--- config.mk ---
export PLATFORM = sky130hd
export DESIGN_NAME = mul_share_arbiter
export DESIGN_NICKNAME = d
export VERILOG_FILES = /design/src/rtl/kalman_pkg.sv /design/src/rtl/mul_share_arbiter_tag_fifo.sv /design/src/rtl/mul_share_arbiter.sv
export SDC_FILE = /design/constraint.sdc
export NUM_CORES = 1
export LEC_CHECK = 0
export CORE_AREA = 4 4 307 309
export DETAILED_ROUTE_END_ITERATION = 7
export DIE_AREA = 0 0 311 313
export PLACE_DENSITY = 0.3
export RECOVER_POWER = 100
export SLEW_MARGIN = 0
export SYNTH_ARGS = -nofsm -noshare
export SYNTH_HDL_FRONTEND = slang
export SYNTH_HIERARCHICAL = 1
export SYNTH_SLANG_ARGS = --single-unit
--- constraint.sdc ---
create_clock -name clk -period 10 [get_ports clk]
set_input_delay 1 -clock clk [delete_from_list [all_inputs] [get_ports clk]]
set_output_delay 1 -clock clk [all_outputs]
set_load 0.01 [all_outputs]
--- src/rtl/kalman_pkg.sv ---
// kalman_pkg
//   Shared definitions for the Kalman datapath blocks. Holds the state
//   encoding and default sizing of the multiplier-sharing arbiter, plus
//   a small round-robin helper used when advancing the priority pointer.
package kalman_pkg;

  typedef enum logic {
    ARB_IDLE = 1'b0,
    ARB_LOCK = 1'b1
  } arb_state_t;

  localparam int ARB_DWIDTH_DEFAULT = 64;
  localparam int ARB_NREQ_DEFAULT   = 4;
  localparam int ARB_DEPTH_DEFAULT  = 8;

  // Next requester index after idx, wrapping at n.
  function automatic int rr_next(input int idx, input int n);
    return (idx + 1 >= n) ? 0 : idx + 1;
  endfunction

endpackage

--- src/rtl/mul_share_arbiter_tag_fifo.sv ---
// tag_fifo
//   Small synchronous FIFO holding the requester index of every multiply
//   that has been issued but not yet returned. The head entry tells the
//   arbiter which requester the next multiplier response belongs to.
//
// Ports
//   clk, rst    clock, synchronous active-high reset (empties the FIFO)
//   push        write push_data (ignored when full)
//   push_data   requester tag to store
//   pop         drop the head entry (ignored when empty)
//   head        oldest stored tag
//   empty/full  occupancy flags
//   count       number of stored tags, 0..DEPTH
module tag_fifo #(
  parameter int WIDTH = 2,
  parameter int DEPTH = 8
) (
  input  logic                   clk,
  input  logic                   rst,
  input  logic                   push,
  input  logic [WIDTH-1:0]       push_data,
  input  logic                   pop,
  output logic [WIDTH-1:0]       head,
  output logic                   empty,
  output logic                   full,
  output logic [$clog2(DEPTH):0] count
);

  localparam int AW = $clog2(DEPTH);
  localparam int CW = $clog2(DEPTH) + 1;

  logic [WIDTH-1:0] mem [DEPTH];
  logic [AW-1:0]    wr_ptr;
  logic [AW-1:0]    rd_ptr;
  logic             do_push;
  logic             do_pop;

  assign empty   = (count == '0);
  assign full    = (count == CW'(DEPTH));
  assign do_push = push && !full;
  assign do_pop  = pop && !empty;
  assign head    = mem[rd_ptr];

  // Storage carries no reset; the pointers and count define what is valid.
  always_ff @(posedge clk) begin
    if (do_push) begin
      mem[wr_ptr] <= push_data;
    end
  end

  // DEPTH is a power of two, so the pointers wrap on their own.
  always_ff @(posedge clk) begin
    if (rst) begin
      wr_ptr <= '0;
      rd_ptr <= '0;
      count  <= '0;
    end else begin
      if (do_push) begin
        wr_ptr <= wr_ptr + 1'b1;
      end
      if (do_pop) begin
        rd_ptr <= rd_ptr + 1'b1;
      end
      case ({do_push, do_pop})
        2'b10:   count <= count + 1'b1;
        2'b01:   count <= count - 1'b1;
        default: count <= count;
      endcase
    end
  end

endmodule

--- src/rtl/mul_share_arbiter.sv ---
// mul_share_arbiter
//   Shares one pipelined FP64 multiplier among NREQ requesters. Requests
//   are granted round-robin; a grant is locked for one handshake, then
//   the arbiter returns to idle (one bubble per request). The requester
//   index of every issued multiply is queued so in-order results can be
//   routed back to the right requester.
//
// Ports
//   clk, rst                 clock, synchronous active-high reset
//   req_valid/req_ready      per-requester request handshake
//   req_a, req_b             packed per-requester operands (slice i = requester i)
//   resp_valid/resp_ready    per-requester result handshake (resp_valid one-hot or zero)
//   resp_y                   result, broadcast to all requesters
//   m_req_*                  request port to the shared multiplier
//   m_resp_*                 response port from the multiplier (in issue order)
//   outstanding              issued, not yet returned multiplies
//   err_orphan               sticky: a response arrived with nothing outstanding
module mul_share_arbiter
  import kalman_pkg::*;
#(
  parameter int DWIDTH = ARB_DWIDTH_DEFAULT,
  parameter int NREQ   = ARB_NREQ_DEFAULT,
  parameter int DEPTH  = ARB_DEPTH_DEFAULT
) (
  input  logic                   clk,
  input  logic                   rst,
  input  logic [NREQ-1:0]        req_valid,
  output logic [NREQ-1:0]        req_ready,
  input  logic [NREQ*DWIDTH-1:0] req_a,
  input  logic [NREQ*DWIDTH-1:0] req_b,
  output logic [NREQ-1:0]        resp_valid,
  input  logic [NREQ-1:0]        resp_ready,
  output logic [DWIDTH-1:0]      resp_y,
  output logic                   m_req_valid,
  input  logic                   m_req_ready,
  output logic [DWIDTH-1:0]      m_req_a,
  output logic [DWIDTH-1:0]      m_req_b,
  input  logic                   m_resp_valid,
  output logic                   m_resp_ready,
  input  logic [DWIDTH-1:0]      m_resp_y,
  output logic [$clog2(DEPTH):0] outstanding,
  output logic                   err_orphan
);

  localparam int TW = $clog2(NREQ);

  arb_state_t    state;
  arb_state_t    state_nxt;
  logic [TW-1:0] grant;
  logic [TW-1:0] grant_nxt;
  logic [TW-1:0] rr_ptr;
  logic [TW-1:0] rr_ptr_nxt;
  logic [TW-1:0] winner;
  logic [TW-1:0] head;
  logic          fifo_empty;
  logic          fifo_full;
  logic          push;
  logic          pop;

  // Round-robin search: first valid requester at or after rr_ptr, wrapping.
  always_comb begin : rr_search
    int            idx;
    logic [TW-1:0] idx_t;
    logic          found;
    winner = '0;
    found  = 1'b0;
    idx    = 0;
    idx_t  = '0;
    for (int k = 0; k < NREQ; k++) begin
      idx   = (int'(rr_ptr) + k) % NREQ;
      idx_t = TW'(idx);
      if (!found && req_valid[idx_t]) begin
        found  = 1'b1;
        winner = idx_t;
      end
    end
  end

  // The grant only opens while the tag FIFO has room, so a full arbiter
  // leaves pending requests waiting while responses keep draining.
  always_comb begin : arb_fsm
    state_nxt   = state;
    grant_nxt   = grant;
    rr_ptr_nxt  = rr_ptr;
    push        = 1'b0;
    m_req_valid = 1'b0;
    req_ready   = '0;
    case (state)
      ARB_IDLE: begin
        if ((|req_valid) && !fifo_full) begin
          grant_nxt = winner;
          state_nxt = ARB_LOCK;
        end
      end
      ARB_LOCK: begin
        m_req_valid      = req_valid[grant];
        req_ready[grant] = m_req_ready;
        if (!req_valid[grant]) begin
          state_nxt = ARB_IDLE;
        end else if (m_req_ready) begin
          push       = 1'b1;
          rr_ptr_nxt = TW'(rr_next(int'(grant), NREQ));
          state_nxt  = ARB_IDLE;
        end
      end
      default: state_nxt = ARB_IDLE;
    endcase
  end

  assign m_req_a = req_a[grant*DWIDTH +: DWIDTH];
  assign m_req_b = req_b[grant*DWIDTH +: DWIDTH];

  always_ff @(posedge clk) begin
    if (rst) begin
      state  <= ARB_IDLE;
      grant  <= '0;
      rr_ptr <= '0;
    end else begin
      state  <= state_nxt;
      grant  <= grant_nxt;
      rr_ptr <= rr_ptr_nxt;
    end
  end

  // Results return in issue order, so the FIFO head names the owner. A
  // stalled owner back-pressures the multiplier and blocks later results.
  always_comb begin : resp_route
    resp_valid = '0;
    if (m_resp_valid && !fifo_empty) begin
      resp_valid[head] = 1'b1;
    end
  end

  assign m_resp_ready = !fifo_empty && resp_ready[head];
  assign resp_y       = m_resp_y;
  assign pop          = m_resp_valid && m_resp_ready;

  // A response with no tag queued can only come from a fault upstream or
  // a multiplier that missed a reset; latch it until the next reset.
  always_ff @(posedge clk) begin
    if (rst) begin
      err_orphan <= 1'b0;
    end else if (m_resp_valid && fifo_empty) begin
      err_orphan <= 1'b1;
    end
  end

  tag_fifo #(
    .WIDTH (TW),
    .DEPTH (DEPTH)
  ) u_tag_fifo (
    .clk       (clk),
    .rst       (rst),
    .push      (push),
    .push_data (grant),
    .pop       (pop),
    .head      (head),
    .empty     (fifo_empty),
    .full      (fifo_full),
    .count     (outstanding)
  );

endmodule

==> results of run 1 <==
-- routing by layer --
layer  up-vias  GRT usage, %  wire (um)
li1       2707             -          -
met1      3119          11.2      19000
met2       475          16.3      23400
met3        41          5.28       6860
met4         8         0.644        406
met5         -             0         46
-- registers in the layout, indices dropped and copies added, names as in the netlist, named ones only --
name	flops
err_orphan	1
u_tag_fifo/mem	16
u_tag_fifo/wr_ptr	3
u_tag_fifo/rd_ptr	3
rr_ptr	2
grant	2
state	1
u_tag_fifo/count	4
-- layout make-up --
cell class                      instances  share of cell area [%]
Multi-Input combinational cell        242                    28.9
Timing Repair Buffer                  670                    51.4
Tap cell                             1186                    11.4
Clock buffer                            7                    1.34
Antenna cell                            3                  0.0576
Sequential cell                        35                    6.63
Inverter                                7                   0.202
Clock inverter                          1                  0.0576
-- layout by cell type, fill, tap and decap left out, types with 3 or more instances in the layout --
| cell type | count |
|---|---|
| clkdlybuf4s50_1 | 523 |
| nor2b_1 | 5 |
| dfxtp_1 | 18 |
| and3_1 | 5 |
| nor2_1 | 18 |
| edfxtp_1 | 16 |
| nor3_1 | 3 |
| ha_1 | 9 |
| xor2_1 | 5 |
| clkbuf_16 | 7 |
| mux2i_1 | 6 |
| diode_2 | 3 |
| nand2b_1 | 5 |
| inv_1 | 7 |
| nand3_1 | 4 |
| a21oi_1 | 6 |
| nand2_1 | 11 |
| o21ai_0 | 3 |
| dlygate4sd3_1 | 143 |
| mux4_2 | 134 |
-- cell families after synthesis --
family	after synthesis
xor gates and xnor gates	6
and+or+nand+nor	63
DFF	35
adders and majority gates	9
AOI/OAI and AO/OA	20
muxes	144
buffers and inverters	104
-- final timing paths --
check | endpoint | startpoint | depth (start not counted)
setup / recovery | m_req_a[32] | grant[1] | 3
hold reg to reg | err_orphan | err_orphan | 2
hold / removal | err_orphan | err_orphan | 2
setup reg to reg | u_tag_fifo/count[2] | grant[1] | 12
-- worst reg2reg max path: cells and delay by family (launching register included) --
kind | cells | cell delay (ns)
AOI/OAI and AO/OA | 3 | 0.67
muxes | 1 | 0.27
and+or+nand+nor | 2 | 0.47
DFF | 1 | 0.63
xor gates and xnor gates | 2 | 0.26
adders and majority gates | 2 | 0.50
buffers and inverters | 2 | 2.71
-- power groups by stage --
stage	Sequential [W]	Combinational, W	Clock [W]
global route	0.000165	0.000620	0.000196
floorplan	0.000159	0.000233	0
CTS	0.000163	0.000623	0.000190
detailed placement	0.000167	0.000620	0
finish	0.000163	0.000583	0.000183
global placement	0.000167	0.000621	0
-- through the flow --
stage | cell area [um2] | util, %
detailed placement | 12900 | 14.1
global placement | 12900 | 14.1
floorplan | 5380 | -
finish | 13000 | 14.3
global route | 13000 | 14.3
CTS | 13100 | 14.3
==> impl_metrics.yaml, run 1 <==
final_layout:
  nets: 1558
  final_layout_size_suffix_gt1_share_pct: 15.9
  area_growth_pct: 142
  nFillCells: 10225
  seq_area_um2: 865
  stdcell_count: 2151
  multi_input_area_um2: 3770
clocking:
  cts.root.buffer_cell: "clkbuf_16"
  clk_path_buf_depth: 2
  htreeDepth: 2
  cts_resized: 0
  cts.sinks: 35
  post_cts_buffers: 0
  clock_latency_ns: 0.28
  cts_made_buffers: 5
  clkTransAtPathRegs_ns: 0.06
  cts_hold_buffers: 0
  cts_tree: "done"
placed_design:
  routabilityCongestion: 0.889
  pre_cts_slack_ns: 6.22
  io_buffer_count: 666
  hpwl_um: 45200
  dp_cells: 2140
timing:
  period_minus_slack_ns: 6.03
  setup_tns_ns: 0
  slew_headroom_pct: -141
  setup_viol_count_final: 0
  fmax_mhz: 166
  hold_violations: 0
  slew_violations: 56
  setup_slack_ns: 3.97
  hold_ws_ns: 0.473
  period_share_pct: 60.3
  worst_pin_slew_ns: 3.62
  fin_skew_ns: 0.00637
  rsz0062_at_grt: "no"
route:
  drt_iter0_drc: 310
  wl_per_cell_um: 23.1
  via_per_inst: 2.95
  dr.pass1.iters: 5
  drc: 0
  ant_nets: 0
  wirelength_um: 49700
  vias: 6350
synthesis:
  synthMuxAreaShare_pct: 58.1
  syn_nets: 978
  ys_seq_elements: 35
  yosys.area_share.adder_pct: 2.09
  ys_async_sr_fraction_pct: 0
  syn-mean-instance-area_um2: 14.1
  synth_edf_count: 16
  synth_top_area_share_pct: 56.1
  seq_area_frac_synth_pct: 16.0
  synth_compound_area_share_pct: 2.91
  ys_types: 44
  synthSimpleGateAreaFrac_pct: 6.32
  syn_inst: 381
  synth_area_um2: 5380
  yosysWarnings: 6
  synth_top_cell_by_area: "mux4_2"
  synth_common_cells: "mux4_2 (134), buf_4 (65), dfxtp_1 (19)"
  synthTopCellsByArea: "mux4_2 (56%), buf_4 (9.1%), edfxtp_1 (8.9%)"
  synth_xor_area_share_pct: 0.977
  synth_top_flop_cell: "dfxtp_1"
  synth_most_common_cell: "mux4_2"
  synth_top_family_by_area: "multiplexers"
worst_setup_path:
  r2r_setup_slack_ns: 4.41
  worstPathCellList: "clkbuf_1 -> mux4_2 -> dlygate4sd3_1"
  cp_max_fo: 55
  crit_buf_inv: 2
  crit_family: "buffers and inverters"
  cpPeakStageDelay_ns: 2.56
  crit_arrival_ns: 5.03
  path_class: "reg2out"
  startpoint_type: "flip-flop"
  endpoint_kind: "output pin"
  cpMaxStageDelayCell: "clkbuf_1"
  cp_data_required_time_ns: 9.00
grt:
  grt_max_degree: 90
  grt_pass1_vias: 7108
  grt_usage_pct: 9.64
  antenna_found_initial: 19
  grt_pass1_wl_um: 65300
  overflow: 0
pwr:
  seqPwrFrac_pct: 17.5
  power.share.clock_pct: 19.7
  p_sw_w: 0.000281
  ir_drop_uv: 58.9
  p_int_w: 0.000647
  power_frac_comb_pct: 62.8
  power_leakage_nw: 4.13
  switching_share_pct: 30.3
  p_per_area_nw_per_um2: 71.2
  finalPower_w: 0.000929
status:
  outcome: "finished, violations left"
  violations: "max-capacitance violations, max-slew violations"
min_path:
  min_path_type: "reg2reg"
floorplanning:
  die_w_um: 311
  row_count: 111
  die_h_um: 313
  ios: 795
  core-area_um2: 91400
  initial_core_util_pct: 5.89
  die_area_um2: 97300
run:
  max-cap-violations: 1
Power figures use the tool's default switching activity.
==> run 2: changes to the inputs <==
--- a/config.mk
+++ b/config.mk
@@ -5,9 +5,9 @@
 export SDC_FILE = /design/constraint.sdc
 export NUM_CORES = 1
 export LEC_CHECK = 0
-export CORE_AREA = 4 4 307 309
+export CORE_AREA = 4 4 305 307
 export DETAILED_ROUTE_END_ITERATION = 7
-export DIE_AREA = 0 0 311 313
+export DIE_AREA = 0 0 309 311
 export PLACE_DENSITY = 0.3
 export RECOVER_POWER = 100
 export SLEW_MARGIN = 0
==> constraint.sdc (replaced) <==
create_clock -name clk -period 5.5 [get_ports clk]
set_input_delay 0.55 -clock clk [delete_from_list [all_inputs] [get_ports clk]]
set_output_delay 0.55 -clock clk [all_outputs]
set_load 0.01 [all_outputs]
==> run 2 against run 1 <==
  * The flow now finishes without violations
  * Core utilization rose by 0.25 points
  * Combinational power rose by 84%
  * First-iteration DRC count shrank 21%
  * Global-route usage rose by 0.85 points
  * Clock power rose by 81%
  * Largest cell class unchanged
  * Highest routed layer unchanged
==> impl_metrics.yaml, run 2 (same netlist as run 1, synthesis figures left out) <==
floorplanning:
  ios: 795
  die_area_um2: 96100
  core-area_um2: 90000
  die_w_um: 309
  row_count: 110
  die_h_um: 311
  initial_core_util_pct: 5.98
final_layout:
  layout_common_cells: "clkdlybuf4s50_1 (529), dlygate4sd3_1 (137), mux4_2 (134), nor2_1 (18), dfxtp_1 (18)"
  nFillCells: 10092
  area_growth_pct: 143
  fin_area_um2: 13100
  regMostFlops: "u_tag_fifo/mem"
  final_layout_size_suffix_gt1_share_pct: 16.1
  final_util_pct: 14.5
  mostFrequentLayoutCell: "clkdlybuf4s50_1"
  nets: 1562
  largest_reg_flops: 16
  top_regs: "u_tag_fifo/mem: 16 flops, u_tag_fifo/count: 4 flops"
clocking:
  post_cts_buffers: 0
  clkTransAtPathRegs_ns: 0.06
  cts_tree: "done"
  cts.sinks: 35
  cts_made_buffers: 5
  cts_hold_buffers: 0
  htreeDepth: 2
  clk_path_buf_depth: 2
  cts_resized: 0
  clock_latency_ns: 0.29
  cts.root.buffer_cell: "clkbuf_16"
min_path:
  min_path_type: "reg2reg"
run:
  max-cap-violations: 0
pwr:
  seqPwrFrac_pct: 17.7
  p_sw_w: 0.000528
  power_leakage_nw: 4.15
  switching_share_pct: 31.1
  p_int_w: 0.00117
  power_frac_comb_pct: 62.9
  ir_drop_uv: 88.7
  power.share.clock_pct: 19.5
  p_per_area_nw_per_um2: 130
timing:
  rsz0062_at_grt: "no"
  slew_headroom_pct: 6.20
  setup_viol_count_final: 0
  fmax_mhz: 225
  hold_ws_ns: 0.466
  setup_slack_ns: 1.05
  fin_skew_ns: 0.00613
  slew_violations: 0
  period_share_pct: 80.8
  setup_tns_ns: 0
  hold_violations: 0
  worst_pin_slew_ns: 1.41
  period_minus_slack_ns: 4.45
worst_setup_path:
  path_class: "reg2out"
  endpoint_kind: "output pin"
  cp_max_fo: 48
  startpoint_type: "flip-flop"
  crit_arrival_ns: 3.90
  cp_data_required_time_ns: 4.95
placed_design:
  hpwl_um: 49400
  io_buffer_count: 666
  placed_area_um2: 12900
  pre_cts_slack_ns: 1.91
  routabilityCongestion: 0.844
grt:
  overflow: 0
  grt_usage_pct: 10.5
  antenna_found_initial: 20
  grt_max_degree: 54
  grt_pass1_vias: 7154
  grt_pass1_wl_um: 68000
status:
  outcome: "complete, no violations"
route:
  wirelength_um: 53700
  drc: 0
  ant_nets: 0
  drt_iter0_drc: 246
  wl_per_cell_um: 25.0
  dr.pass1.iters: 4
  vias: 6316
  via_per_inst: 2.94
==> run 2: cell count changes in the layout (fill, tap and decap cells not counted), sizes merged <==
cell / delta
clkdlybuf4s50: +6
dlygate4sd3: -6
buf: +2
clkinv: +2
diode: +2
bufinv: +1
clkinvlp: -1
==> run 2: path summary, 6_finish.rpt <==
| kind | start | to | slack (ns) | cells after the start |
|---|---|---|---|---|
| max | grant[1] | m_req_b[15] | 1.05 | 4 |
| min | err_orphan | err_orphan | 0.47 | 2 |
| max reg2reg | flip-flop | u_tag_fifo/count[2] | 1.85 | 12 |
| min reg2reg | err_orphan | err_orphan | 0.47 | 2 |
==> run 2: per-stage QoR <==
step	std cells	power (W)
final	2147	0.00170
after floorplan	381	0.000713
after global placement	2134	0.00145
after detailed placement	2134	0.00145
after global routing	2145	0.00180
after CTS	2142	0.00180
==> run 2: power groups by stage <==
stage                     logic, W  registers (W)  clock network [W]
after global routing       0.00114       0.000304           0.000354
final                      0.00107       0.000300           0.000331
after detailed placement   0.00114       0.000307                  0
after global placement     0.00114       0.000307                  0
after CTS                  0.00115       0.000302           0.000346
after floorplan           0.000423       0.000290                  0
==> run 2: critical path, cell delays in order, from the launching register on <==
cell	delay, ns
dfxtp_1	0.69
buf_4	0.54
clkbuf_2	1.12
mux4_2	0.41
dlygate4sd3_1	0.74
==> run 2: area by class of cell <==
class | instances | area (um2) | area share [%]
diodes | 5 | 12.5 | 0.0958
clock buffers | 5 | 125 | 0.958
clock inverters | 3 | 43.8 | 0.335
inverters | 7 | 26.3 | 0.201
multi-input cells | 242 | 3770 | 28.8
flip-flops and latches | 35 | 865 | 6.62
well taps | 1176 | 1470 | 11.3
repair buffers | 674 | 6750 | 51.7
==> run 2: per-layer routing <==
metal  share of wire, %  global-route usage, %
met3                 13                   5.45
met5               0.40                   1.26
met2                 47                   17.5
met4               0.83                   1.52
met1                 39                   12.2
==> run 3: changes to the inputs <==
==> constraint.sdc (replaced) <==
create_clock -name clk -period 3.6 [get_ports clk]
set_input_delay 0.36 -clock clk [delete_from_list [all_inputs] [get_ports clk]]
set_output_delay 0.36 -clock clk [all_outputs]
set_load 0.01 [all_outputs]
==> run 3 against run 2 <==
  * Core utilization about the same
  * Clock skew is 0.0029 ns lower
  * Final cell count up 0.23%
  * Worst setup slack got worse by 0.88 ns
  * Final area rose by 0.11%
  * Die area unchanged
  * Critical path depth rose by 6
  * First-iteration DRC count is 12% higher
  * Register-to-register slack lost 1.7 ns
  * Hold slack lost 0.0032 ns
  * Clock power increased by 28%
  * Global-route usage about the same
  * Largest cell class unchanged
==> impl_metrics.yaml, run 3 (same netlist as run 1, synthesis figures left out) <==
timing:
  slew_violations: 0
  fin_skew_ns: 0.00324
  worst_pin_slew_ns: 0.917
  rsz0062_at_grt: "no"
  period_minus_slack_ns: 3.42
  setup_viol_count_final: 0
  setup_slack_ns: 0.177
  setup_tns_ns: 0
  fmax_mhz: 292
  hold_violations: 0
  slew_headroom_pct: 38.9
  period_share_pct: 95.1
status:
  outcome: "complete, no violations"
grt:
  grt_pass1_wl_um: 67900
  grt_usage_pct: 10.5
  antenna_found_initial: 18
  overflow: 0
  grt_pass1_vias: 7071
  grt_max_degree: 84
final_layout:
  area_growth_pct: 143
  fin_area_um2: 13100
  seq_area_um2: 861
  top_regs: "u_tag_fifo/mem: 16 flops, u_tag_fifo/count: 4 flops"
  mostFrequentLayoutCell: "clkdlybuf4s50_1"
  final_layout_size_suffix_gt1_share_pct: 16.4
  regMostFlops: "u_tag_fifo/mem"
  stdcell_count: 2152
  nFillCells: 10083
  largest_reg_flops: 16
  layout_common_cells: "clkdlybuf4s50_1 (525), dlygate4sd3_1 (141), mux4_2 (134), dfxtp_1 (19), nor2_1 (18)"
  multi_input_area_um2: 3760
  nets: 1566
route:
  ant_nets: 0
  vias: 6274
  drt_iter0_drc: 275
  drc: 0
  wl_per_cell_um: 25.0
  via_per_inst: 2.92
  wirelength_um: 53700
  dr.pass1.iters: 4
clocking:
  cts_resized: 0
  cts.sinks: 35
  htreeDepth: 2
  clock_latency_ns: 0.28
  cts_made_buffers: 5
  clkTransAtPathRegs_ns: 0.06
  cts_tree: "done"
  cts.root.buffer_cell: "clkbuf_16"
  cts_hold_buffers: 0
  post_cts_buffers: 0
  clk_path_buf_depth: 2
worst_setup_path:
  cp_max_fo: 6
  startpoint_type: "flip-flop"
  crit_buf_inv: 1
  worstPathCellList: "mux4_2 -> mux2_2 -> mux4_2 -> and2_1 -> o41a_1 -> clkbuf_1 -> ha_1 -> nor3b_1 -> a32o_1 -> mux2_2"
  cpMaxStageDelayCell: "mux4_2"
  cp_data_required_time_ns: 3.77
  cpPeakStageDelay_ns: 0.54
  crit_family: "multiplexers"
  path_class: "reg2reg"
  crit_arrival_ns: 3.60
  endpoint_kind: "flip-flop"
placed_design:
  hpwl_um: 49500
  placed_area_um2: 13000
  routabilityCongestion: 0.836
  io_buffer_count: 666
  pre_cts_slack_ns: 0.178
  dp_cells: 2138
floorplanning:
  die_w_um: 309
  ios: 795
  die_area_um2: 96100
  core-area_um2: 90000
  die_h_um: 311
  row_count: 110
  initial_core_util_pct: 5.98
pwr:
  p_per_area_nw_per_um2: 192
  p_int_w: 0.00172
  switching_share_pct: 31.7
  power.share.clock_pct: 16.8
  seqPwrFrac_pct: 17.4
  finalPower_w: 0.00252
  ir_drop_uv: 238
  power_leakage_nw: 4.16
  power_frac_comb_pct: 65.8
  p_sw_w: 0.000798
run:
  max-cap-violations: 0
min_path:
  min_path_type: "reg2reg"
## run 3: cell types whose count changed in the layout (fill, tap and decap cells not counted), sizes merged
cell           change
buf                +6
clkinv             -1
clkbuf             -1
dlygate4sd3        +4
bufinv             -1
clkdlybuf4s50      -4
diode              +1
clkinvlp           +1
## run 3: through the flow
| step | hold slack, ns | util (%) |
|---|---|---|
| floorplan | 0.432 | - |
| global placement | 0.461 | 14.4 |
| detailed placement | 0.458 | 14.4 |
| CTS | 0.475 | 14.6 |
| global route | 0.535 | 14.5 |
| finish | 0.463 | 14.5 |
## run 3: power groups by stage
| stage | sequential (W) | clock, W | combinational [W] |
|---|---|---|---|
| floorplan | 0.000442 | 0 | 0.000647 |
| global placement | 0.000446 | 0 | 0.00178 |
| detailed placement | 0.000446 | 0 | 0.00178 |
| CTS | 0.000437 | 0.000453 | 0.00178 |
| global route | 0.000439 | 0.000468 | 0.00178 |
| finish | 0.000437 | 0.000423 | 0.00166 |
## run 3: tightest hold or removal path, cell delays in order, from the launching register on
cell	delay (ns)
dfxtp_1	0.32
a21oi_1	0.04
nor2_1	0.07
## run 3: worst paths after layout
check / start / to / slack, ns / depth (start not counted)
setup reg to reg: flip-flop / u_tag_fifo/count[3] / 0.18 / 10
hold / removal: err_orphan / err_orphan / 0.46 / 2
hold reg to reg: err_orphan / err_orphan / 0.46 / 2
setup / recovery: flip-flop / u_tag_fifo/count[3] / 0.18 / 10
## run 3: layout make-up
cell class	instances	share of cell area, %
timing repair buffer	678	52.0
multi-input combinational	242	28.8
tap	1176	11.2
sequential	35	6.58
clock buffer	6	0.985
inverter	7	0.201
antenna	6	0.115
clock inverter	2	0.0956
## run 3: routing by layer
layer	global-route usage, %	routed length, um	vias to the layer above
li1	-	-	2725
met1	10.8	19000	3070
met2	17.6	25000	430
met3	7.45	8930	39
met4	1.18	415	10
met5	2.07	345	-
==> RTL edit 1 (flow settings as in run 3) <==
`ARB_NREQ_DEFAULT`: 4 -> 2.
--- a/src/rtl/kalman_pkg.sv
+++ b/src/rtl/kalman_pkg.sv
@@ -10,7 +10,7 @@
   } arb_state_t;
 
   localparam int ARB_DWIDTH_DEFAULT = 64;
-  localparam int ARB_NREQ_DEFAULT   = 4;
+  localparam int ARB_NREQ_DEFAULT   = 2;
   localparam int ARB_DEPTH_DEFAULT  = 8;
 
   // Next requester index after idx, wrapping at n.
Interface: changed (6 resized); port bits go from 795 to 531. The function was not compared with the original's and may differ.
==> RTL edit 1 against run 3 <==
  * Area after synthesis decreased by 34%
  * Routed wire length is 64% lower
  * Cell count down 15%
  * Sequential power shrank 30%
  * Sequential cell count down 10
  * Clock skew about the same
  * Final area is 37% lower
  * Critical endpoint is now u_tag_fifo/count[2]
  * Power is 45% lower
  * Non-clock buffer count fell by 272
  * Maximum frequency grew 2.3%
  * Setup slack better by 76 ps
  * Highest routed layer is now met4
  * Via count is 40% lower
  * Global-route usage down 7.0 points
==> RTL edit 1: results (changes against run 3) <==
| Metric | Value |
|---|---|
| Clk root buf | clkbuf_16 (unchanged) |
| Post-Route WL | 19100 um (was 53700 um) |
| Critical path fanouts, max | 5 (was 6) |
| Register area | 581 sq um (was 861 sq um) |
| Most common library cells after synthesis | mux2_2 (72), buf_4 (64), mux2_4 (58) (was mux4_2 (134), buf_4 (65), dfxtp_1 (19)) |
| Post-synth net total | 656 (was 978) |
| Avg Cell Area, Syn | 10.9 sq um (was 14.1 sq um) |
| Buffers outside the clock class | 406 (was 678) |
| Worst path max stage delay | 510 ps (was 540 ps) |
| Vias in the first global route | 3895 (was 7071) |
| Post-DP HPWL | 16700 um (was 49500 um) |
| Iter 0 DRT Violations | 94 (was 275) |
| Vias per inst | 2.05 (was 2.92) |
| Critical Path AT | 3530 ps (was 3600 ps) |
| CTS resizes | 0 (unchanged) |
| #MultiIn Comb | 213 (was 242) |
| Slowest-stage cell, CP | mux4_2 (unchanged) |
| Initial antenna violation count | 3 (was 18) |
| Placer Congestion | 0.692 (was 0.836) |
| Fillers | 10.5k (was 10.1k) |
| HP Start | rr_ptr (was err_orphan) |
| IO Port Bufs | 402 (was 666) |
| Fraction of area in clock buffers and inverters | 0.955% (was 1.08%) |
| Post-synth EDFFs | 8 (was 16) |
| Peak supply drop | 0.000107 V (was 0.000238 V) |
| CTS Buf Count | 3 (was 5) |
| FF+latch count | 25 (was 35) |
| Non-clock inverters | 2 (was 7) |
| Clock buf count | 4 (was 6) |
| Final non-clock buffer share | 49.1% (was 52.0%) |
| First-pass GRT wire length | 25100 um (was 67900 um) |
| Area contributors post-synth | mux2_4 (25%), mux2_2 (23%), buf_4 (14%) (was mux4_2 (56%), buf_4 (9.1%), edfxtp_1 (8.9%)) |
| Clock Skews | 3.06 ps (was 3.24 ps) |
| Worst-skew pair later-pin latency | 260 ps (was 280 ps) |
| Routed wire per std cell | 10.5 um (was 25.0 um) |
| H-tree Lvls | 1 (was 2) |
| Placed cells | 1822 (was 2138) |
| Ant. Diodes | 2 (was 6) |
| Multi-input gate share of the layout cell area | 25.0% (was 28.8%) |
| Overall global routing resource usage | 3.50% (was 10.5%) |
| Pleak | 2.60 nW (was 4.16 nW) |
| Largest net degree at the start of global routing | 88 (was 84) |
| DP Worst Slack | 219 ps (was 178 ps) |
| Relative slew slack | 0.873% (was 38.9%) |
| Final net count | 984 (was 1566) |
| Share of layout cells above drive strength 1 | 11.7% (was 16.4%) |
| Status | finished, final reports clean (unchanged) |
| Seq/Total Area, Yosys | 16.4% (was 16.0%) |
-- RTL edit 1: cell count changes after synthesis, moves of 5 or more --
cell / before / now
mux2_2: 3 / 72
inv_1: 7 / 2
edfxtp_1: 16 / 8
mux4_2: 134 / 2
nand2_1: 10 / 4
mux2_4: 1 / 58
buf_2: 18 / 8
-- RTL edit 1: layer usage --
| metal | wire, um | track usage, % | vias up |
|---|---|---|---|
| met3 | 2820 | 1.96 | 4 |
| met5 | 0 | 0 | - |
| met1 | 6890 | 3.34 | 1644 |
| met4 | 116 | 0.573 | 0 |
| met2 | 9280 | 6.62 | 350 |
| li1 | - | - | 1749 |
-- RTL edit 1: worst min-delay path, delay by kind of cell (launching register included) --
family,cells,cell delay (ps)
buffers and inverters,1,50
AO/OA/AOI/OAI,1,70
flip-flops,1,320
-- RTL edit 1: per-stage QoR --
step / hold WS (ps) / area [sq um] / total power [mW]
floorplan: 432 / 3530 / 0.722
global placement: 471 / 8440 / 1.26
detailed placement: 474 / 8440 / 1.25
CTS: 486 / 8520 / 1.51
global route: 532 / 8250 / 1.46
finish: 485 / 8250 / 1.38
-- RTL edit 1: cell families after synthesis --
family	count (synthesis)	share of synthesized area, %
compound gates	13	2.76
xor+xnor	7	1.95
fa+ha+maj	5	1.77
buf+inv	85	18.2
flops	25	16.4
mux	136	50.0
simple gates	52	8.85
-- RTL edit 1: report_power, final --
part	switching [mW]	internal, mW	total [mW]	leakage (nW)
Clock	0.0992	0.151	0.251	0.0382
Sequential	0.00783	0.297	0.305	0.211
Combinational	0.274	0.554	0.828	2.35
-- RTL edit 1: final timing paths --
kind	end	slack (ps)	cells after the start
worst max-delay path	u_tag_fifo/count[2]	250	12
worst min-delay path	rr_ptr	480	2
worst max register to register	u_tag_fifo/count[2]	250	12
worst min register to register	rr_ptr	480	2
==> RTL edit 2 (settings of run 3) <==
Made on the original files. Register the output `err_orphan` once more, cleared by the reset; this adds one clock of latency there. The other outputs are not delayed to match.
--- a/src/rtl/mul_share_arbiter.sv
+++ b/src/rtl/mul_share_arbiter.sv
@@ -43,6 +43,8 @@
 );
 
   localparam int TW = $clog2(NREQ);
+
+  logic err_orphan_s0;
 
   arb_state_t    state;
   arb_state_t    state_nxt;
@@ -139,9 +141,9 @@
   // a multiplier that missed a reset; latch it until the next reset.
   always_ff @(posedge clk) begin
     if (rst) begin
-      err_orphan <= 1'b0;
+      err_orphan_s0 <= 1'b0;
     end else if (m_resp_valid && fifo_empty) begin
-      err_orphan <= 1'b1;
+      err_orphan_s0 <= 1'b1;
     end
   end
 
@@ -160,5 +162,13 @@
     .count     (outstanding)
   );
 
+  always_ff @(posedge clk) begin
+    if (rst) begin
+      err_orphan <= '0;
+    end else begin
+      err_orphan <= err_orphan_s0;
+    end
+  end
+
 endmodule
 
Formal check against the unedited RTL: not equivalent (Yosys sat finds a counterexample within 4 cycles, from zero or initial values and one cycle with rst high).
==> RTL edit 2 against run 3 <==
  * Final area is 0.21% higher
  * Area after synthesis stayed put
  * Sequential cell count increased by 1
  * Power shrank 2.2%
  * Count of clock-buffer cells in the layout down 1
  * Highest routed layer unchanged
  * Setup slack better by 38 ps
  * Routed wire length increased by 8.9%
==> RTL edit 2: results (changes against run 3) <==
| Metric | Value |
|---|---|
| Post-Synthesis Cells | 380 (was 381) |
| Share of layout cells above drive strength 1 | 17.0% (was 16.4%) |
| Post-Route WL | 58500 um (was 53700 um) |
| Post-synth net total | 977 (was 978) |
| IO Port Bufs | 666 (unchanged) |
| Routed met3 length | 9350 um (was 8930 um) |
| Clock Tree Buf Depth | 2 (unchanged) |
| Status | finished, final reports clean (unchanged) |
| CTS Buf Count | 5 (unchanged) |
| Placed cells | 2141 (was 2138) |
| Netlist cell types | 40 (was 44) |
| Post-CTS Hold Buffers | 0 (unchanged) |
| Most common library cells after synthesis | mux4_2 (133), buf_4 (68), nor2_1 (24) (was mux4_2 (134), buf_4 (65), dfxtp_1 (19)) |
| Post-DP HPWL | 53900 um (was 49500 um) |
| Top sig layer | met5 (unchanged) |
| Post-CTS setup buffer count | 0 (unchanged) |
| Final net count | 1569 (was 1566) |
| Met2 Use GR | 19.1% (was 17.6%) |
| Slowest-stage cell, CP | mux4_2 (unchanged) |
| Met2 wire len | 27400 um (was 25000 um) |
| Seq/Total Area, Yosys | 16.4% (was 16.0%) |
| M3 GR Usage | 7.25% (was 7.45%) |
| Relative slew slack | 41.3% (was 38.9%) |
| Post-Synth XOR/XNOR Area | 0.977% (unchanged) |
| Clock Skews | 4.11 ps (was 3.24 ps) |
| Worst path max stage delay | 520 ps (was 540 ps) |
| Mux cell area share after synthesis | 57.6% (was 58.1%) |
| Ys Warns | 6 (unchanged) |
| Area contributors post-synth | mux4_2 (56%), buf_4 (9.5%), edfxtp_1 (8.9%) (was mux4_2 (56%), buf_4 (9.1%), edfxtp_1 (8.9%)) |
| Iter 0 DRT Violations | 230 (was 275) |
| First-pass GRT wire length | 72800 um (was 67900 um) |
| Vias post-DR | 6381 (was 6274) |
| Initial antenna violation count | 36 (was 18) |
| Peak supply drop | 0.000145 V (was 0.000238 V) |
| Vias per inst | 2.96 (was 2.92) |
| Overall global routing resource usage | 11.5% (was 10.5%) |
| Placer Congestion | 0.800 (was 0.836) |
| Met1 GRT Util | 12.2% (was 10.8%) |
| Pleak | 4.17 nW (was 4.16 nW) |
| Critical Path AT | 3550 ps (was 3600 ps) |
| Met1 wire length | 20400 um (was 19000 um) |
| Vias in the first global route | 6977 (was 7071) |
| Largest net degree at the start of global routing | 59 (was 84) |
| Post-synthesis compound-gate area fraction | 2.33% (was 2.91%) |
[RTL edit 2: cell types whose count changed in the layout (fill, tap and decap cells not counted), sizes merged, moves of 2 or more]
cell,before,now
nor2,18,24
clkdlybuf4s50,525,529
dlygate4sd3,141,137
inv,7,3
nand2,11,8
nand3b,1,4
buf,11,13
clkinv,1,3
o311ai,2,0
o31ai,2,0
[RTL edit 2: where the power goes]
group,total (mW),leakage [nW],internal [mW],switching (mW)
clock network,0.421,0.0736,0.255,0.166
registers,0.456,0.312,0.435,0.0209
logic,1.58,3.78,0.998,0.584
[RTL edit 2: worst paths after layout]
kind,slack [ps],endpoint,start,cells past startpoint
worst max-delay path,220,u_tag_fifo/count[3],register,10
worst min-delay path,480,err_orphan_s0,err_orphan_s0,2
worst max register to register,220,u_tag_fifo/count[3],register,10
worst min register to register,480,err_orphan_s0,err_orphan_s0,2
[RTL edit 2: layout make-up]
cell class              instances  area, sq um
fillers                     10088        76900
repair buffers                682         6830
multi-input cells             244         3750
well taps                    1176         1470
flip-flops and latches         36          886
clock buffers                   5          125
clock inverters                 3         18.8
diodes                          7         17.5
inverters                       3         11.3
[RTL edit 2: worst min-delay path: stages, from the launching register on]
cell and delay [ps]:
dfxtp_1 330, a21oi_1 40, nor2_1 70
[RTL edit 2: cell families (layout without fill, tap and decap cells)]
kind of cell | Yosys count | count (layout)
mux | 143 | 143
buf+inv | 100 | 693
simple gates | 69 | 69
flops | 36 | 36
compound gates | 17 | 17
fa+ha+maj | 9 | 9
xor+xnor | 6 | 6
other cells | 0 | 7
[RTL edit 2: stage by stage]
step | worst slack (ps) | cell area [sq um]
after floorplan | 307 | 5380
after global placement | 83.9 | 13000
after detailed placement | 62.8 | 13000
after CTS | 55.9 | 13100
after global routing | 29.7 | 13100
final | 215 | 13100
